`src/rtl/cnt_rr_sched.sv`:
```
`default_nettype none
// +----------------------------------------------------------------------+
// | Module      : cnt_rr_sched                                           |
// | Description : Round-robin scheduler sharing one down-counting        |
// |               interval timer between N requesters. The winner owns   |
// |               the counter for its programmed length and receives a   |
// |               one-cycle done pulse on normal completion.             |
// | Revision    : 1.0 - initial release                                  |
// +----------------------------------------------------------------------+
module cnt_rr_sched #(
  parameter int N  = 4,
  parameter int CW = 8
) (
  input  logic                              clk,
  input  logic                              rst,
  input  logic [N-1:0]                      req,
  input  logic [N*CW-1:0]                   len,
  output logic [N-1:0]                      grant,
  output logic [((N > 1) ? $clog2(N) : 1)-1:0] owner,
  output logic                              busy,
  output logic [CW-1:0]                     cnt,
  output logic [N-1:0]                      done
);

  localparam int OW = (N > 1) ? $clog2(N) : 1;
  localparam logic [N-1:0]  c_one_n  = {{(N-1){1'b0}}, 1'b1};
  localparam logic [CW-1:0] c_one_cw = {{(CW-1){1'b0}}, 1'b1};
  localparam logic [OW-1:0] c_last_rst = OW'(N - 1);

  typedef enum logic [1:0] {
    IDLE  = 2'd0,
    COUNT = 2'd1,
    DONE  = 2'd2
  } state_t;

  state_t          r_state, w_state_nxt;
  logic [N-1:0]    r_grant, w_grant_nxt;
  logic [N-1:0]    r_done,  w_done_nxt;
  logic [OW-1:0]   r_owner, w_owner_nxt;
  logic [OW-1:0]   r_last,  w_last_nxt;
  logic            r_busy,  w_busy_nxt;
  logic [CW-1:0]   r_cnt,   w_cnt_nxt;

  logic            w_found;
  logic [OW-1:0]   w_win;
  logic [OW-1:0]   w_cand;
  int              w_sum;
  logic [CW-1:0]   w_len;
  logic [CW-1:0]   w_load;
  logic [N-1:0]    w_win_onehot;
  logic [N-1:0]    w_owner_onehot;

  // Round-robin search starting just after the last-served requester.
  // Scanning from the farthest candidate down lets the nearest one win.
  always_comb begin
    w_found = 1'b0;
    w_win   = '0;
    w_cand  = '0;
    w_sum   = 0;
    for (int k = N; k >= 1; k--) begin
      w_sum = int'(r_last) + k;
      if (w_sum >= N) w_sum = w_sum - N;
      w_cand = OW'(w_sum);
      if (req[w_cand]) begin
        w_found = 1'b1;
        w_win   = w_cand;
      end
    end
  end

  // Winner's interval length; a zero length still runs for one cycle.
  always_comb begin
    w_len = '0;
    for (int i = 0; i < N; i++) begin
      if (w_win == OW'(i)) w_len = len[i*CW +: CW];
    end
    w_load       = (w_len == '0) ? c_one_cw : w_len;
    w_win_onehot = c_one_n << w_win;
  end

  // One-hot of the current owner, used for the completion pulse.
  always_comb begin
    w_owner_onehot = c_one_n << r_owner;
  end

  // Next-state and next-output logic for the scheduler FSM.
  always_comb begin
    w_state_nxt = r_state;
    w_grant_nxt = r_grant;
    w_done_nxt  = '0;
    w_owner_nxt = r_owner;
    w_last_nxt  = r_last;
    w_busy_nxt  = r_busy;
    w_cnt_nxt   = r_cnt;
    case (r_state)
      IDLE, DONE: begin
        w_state_nxt = IDLE;
        w_grant_nxt = '0;
        w_busy_nxt  = 1'b0;
        w_cnt_nxt   = '0;
        if (w_found) begin
          w_state_nxt = COUNT;
          w_owner_nxt = w_win;
          w_last_nxt  = w_win;
          w_grant_nxt = w_win_onehot;
          w_busy_nxt  = 1'b1;
          w_cnt_nxt   = w_load;
        end
      end
      COUNT: begin
        if (req[r_owner]) begin
          if (r_cnt > c_one_cw) begin
            w_cnt_nxt = r_cnt - c_one_cw;
          end else begin
            // Final counted cycle: release the counter and flag completion.
            w_cnt_nxt   = '0;
            w_grant_nxt = '0;
            w_busy_nxt  = 1'b0;
            w_done_nxt  = w_owner_onehot;
            w_state_nxt = DONE;
          end
        end else begin
          // Owner withdrew: release without a done pulse, keep the pointer.
          w_cnt_nxt   = '0;
          w_grant_nxt = '0;
          w_busy_nxt  = 1'b0;
          w_state_nxt = IDLE;
        end
      end
      default: begin
        w_state_nxt = IDLE;
        w_grant_nxt = '0;
        w_busy_nxt  = 1'b0;
        w_cnt_nxt   = '0;
      end
    endcase
  end

  // State and output registers with synchronous reset.
  always_ff @(posedge clk) begin
    if (rst) begin
      r_state <= IDLE;
      r_grant <= '0;
      r_done  <= '0;
      r_owner <= '0;
      r_last  <= c_last_rst;
      r_busy  <= 1'b0;
      r_cnt   <= '0;
    end else begin
      r_state <= w_state_nxt;
      r_grant <= w_grant_nxt;
      r_done  <= w_done_nxt;
      r_owner <= w_owner_nxt;
      r_last  <= w_last_nxt;
      r_busy  <= w_busy_nxt;
      r_cnt   <= w_cnt_nxt;
    end
  end

  assign grant = r_grant;
  assign done  = r_done;
  assign owner = r_owner;
  assign busy  = r_busy;
  assign cnt   = r_cnt;

endmodule
`default_nettype wire

```
`config.mk`:
```
export PLATFORM = sky130hd
export DESIGN_NAME = cnt_rr_sched
export DESIGN_NICKNAME = d
export VERILOG_FILES = /design/src/rtl/cnt_rr_sched.sv
export SDC_FILE = /design/constraint.sdc
export NUM_CORES = 1
export LEC_CHECK = 0
export CORE_MARGIN = 2
export CORE_UTILIZATION = 23
export DETAILED_ROUTE_END_ITERATION = 6
export GPL_ROUTABILITY_DRIVEN = 0
export HOLD_SLACK_MARGIN = 0.03
export SYNTH_ARGS = -nofsm -noshare
export SYNTH_HDL_FRONTEND = slang
export SYNTH_SLANG_ARGS = --single-unit
export TNS_END_PERCENT = 1
```
`constraint.sdc`:
```
create_clock -name clk -period 3 [get_ports clk]
set_clock_uncertainty 0.05 [all_clocks]
set_input_delay 0.75 -clock clk [delete_from_list [all_inputs] [get_ports clk]]
set_output_delay 0.75 -clock clk [all_outputs]
set_load 0.005 [all_outputs]
```
==> metrics.yaml <==
syn_inst: 157
final_cell_mix: "clkdlybuf4s50_1 (56), nor2_1 (25), dfxtp_1 (23)"
hold_end: "busy"
async_flop_share_pct: 0
antenna_found_initial: 0
drive_above_1_share_pct: 8.88
syn_nets: 197
ys_seq_area_share_pct: 33.4
clock-root-buffer: "clkbuf_8"
synth-main-ff-cell: "dfxtp_1"
worstMarginPinSlew_ps: 436
ios: 57
worstSkewPairLatency_ps: 260
slew_violations: 0
diodes: 0
die_w_um: 81.4
routed_wl_mm: 3.68
hold_viol_final: 0
fmax_ghz: 0.382
rsz0062_at_grt: "false"
cp.required_ps: 3100
grt_pass1_wl_mm: 6.09
r2r_setup_slack_ps: 1060
crit_type: "input port to flip-flop"
ys_ff_latch: 23
die-height_um: 81.4
crit_fanout: 21
hold_path_depth: 2
crit_path_end_kind: "flip-flop"
htree_num_levels: 1
setup_viol_count_final: 0
viasPerCell: 4.61
min_from: "busy"
synth_edf_count: 0
nets: 255
p_leak_nw: 0.791
dr.pass1.iters: 4
finalCriticalPeriod_ps: 2620
fin_setup_tns_ps: 0
r2r_end: "cnt[0]"
layout.cells.most_common: "clkdlybuf4s50_1"
routed.top_layer: "met4"
routed-wl-met3_um: 219
drcViolationCount: 0
period_share_pct: 87.2
cts_buffers: 3
cts_setup_buffers: 0
grt_use_total_pct: 11.9
clock_sinks: 23
cp-start-kind: "input port"
place_hpwl_mm: 2.91
cts_buffer_depth: 2
drtIter0Drc: 44
synth.distinct_cells: 38
layout.cells.non_filler: 289
holdBufCountCts: 0
grt_max_degree: 22
place_inst: 285
num_vias: 1333
die_area_um2: 6620
power_density_nw_per_um2: 497
ir_worst_vdd_v: 0.000256
drt-met1-wl_mm: 1.66
drv_cap: 0
cts_tree: "built"
rr_startpoint: "r_last[0]"
grt-ovfl-total: 0
detail-route-antenna-nets: 0
wl_met2_mm: 1.78
syn_avg_cell_area_um2: 8.77
grt_pass1_vias: 1288
start_util_pct: 23.5
relSlewSlack_pct: 70.7
core-area_um2: 5850
worst-r2r-cell-count: 6
syn_area_um2: 1380
ctsResizeCount: 0
floorplan.rows: 28
worstPathArrival_ps: 2720
power_mw: 1.03
avgRoutedWirePerCell_um: 12.7
holdCritPathClass: "flip-flop to flip-flop"
status: "finished, final reports clean"
area_growth_pct: 50.0
port_buffers: 56
yosysWarnings: 0
clkSlewWorstSetupHoldPaths_ps: 80
==> area by class of cell <==
class | count | area [um2]
clock buffers | 3 | 41.3
repair buffers | 60 | 603
fillers | 594 | 3780
flip-flops and latches | 23 | 460
multi-input cells | 123 | 847
inverters | 4 | 15.0
well taps | 75 | 93.8
clock inverters | 1 | 5.00
==> kinds of logic after synthesis <==
family                     Yosys count  synth area share [%]
AOI/OAI and AO/OA                   36                  18.3
adders and majority gates            2                  1.82
xor gates and xnor gates             6                  3.81
muxes                               22                  16.9
and+or+nand+nor                     57                  20.7
DFF                                 23                  33.4
buffers and inverters               11                  5.09
==> sequential cells by signal, indices dropped and copies added (netlist names) <==
signal	count
busy	1
r_last	2
done	4
owner	2
cnt	8
r_state	2
grant	4
==> worst max-delay path, cell delays in order <==
cell             delay (ps)
clkdlybuf4s50_1         480
o21a_1                  240
a211oi_4                290
buf_12                  210
mux2_2                  360
a221oi_2                270
o22ai_1                 110
==> worst max-delay path by stage <==
stage           start     end  slack, ps  cells past startpoint
3_5_place_dp   req[0]  cnt[0]        120                      7
3_3_place_gp   req[0]  cnt[0]        130                      7
4_1_cts        req[0]  cnt[0]        400                      7
5_1_grt        req[0]  cnt[0]        300                      8
6_report       req[0]  cnt[0]        380                      7
2_1_floorplan  req[0]  cnt[0]        700                      6
==> cells in the mapped netlist, types with 5 or more instances <==
cell	number	area, um2
nor2_1	25	93.8
nand2b_1	5	31.3
mux2_2	6	67.6
o22ai_1	6	37.5
dfxtp_1	23	460
a21oi_1	13	65.1
mux2i_1	15	150
nor3_1	9	45.0
nand2_1	5	18.8
==> per-stage QoR <==
step	util, %	cell area (um2)	hold slack, ps	setup slack [ps]
3_5_place_dp	34.5	2020	403	117
5_1_grt	35.3	2070	438	296
4_1_cts	35.3	2070	414	398
3_3_place_gp	34.5	2020	392	130
2_1_floorplan	-	1380	391	701
6_report	35.3	2070	407	384
==> routing by layer <==
layer / global-route usage, % / vias to the layer above
li1: - / 684
met2: 19.6 / 44
met1: 15.6 / 603
met5: 0 / -
met4: 2.54 / 0
met3: 3.00 / 2
==> where the power goes <==
part           switching [mW]  leakage, nW  internal (mW)  total, mW
Sequential             0.0468        0.189          0.345      0.392
Combinational           0.193        0.576          0.250      0.443
Clock                  0.0986       0.0255         0.0927      0.191
(Power assumes the default switching activity.)
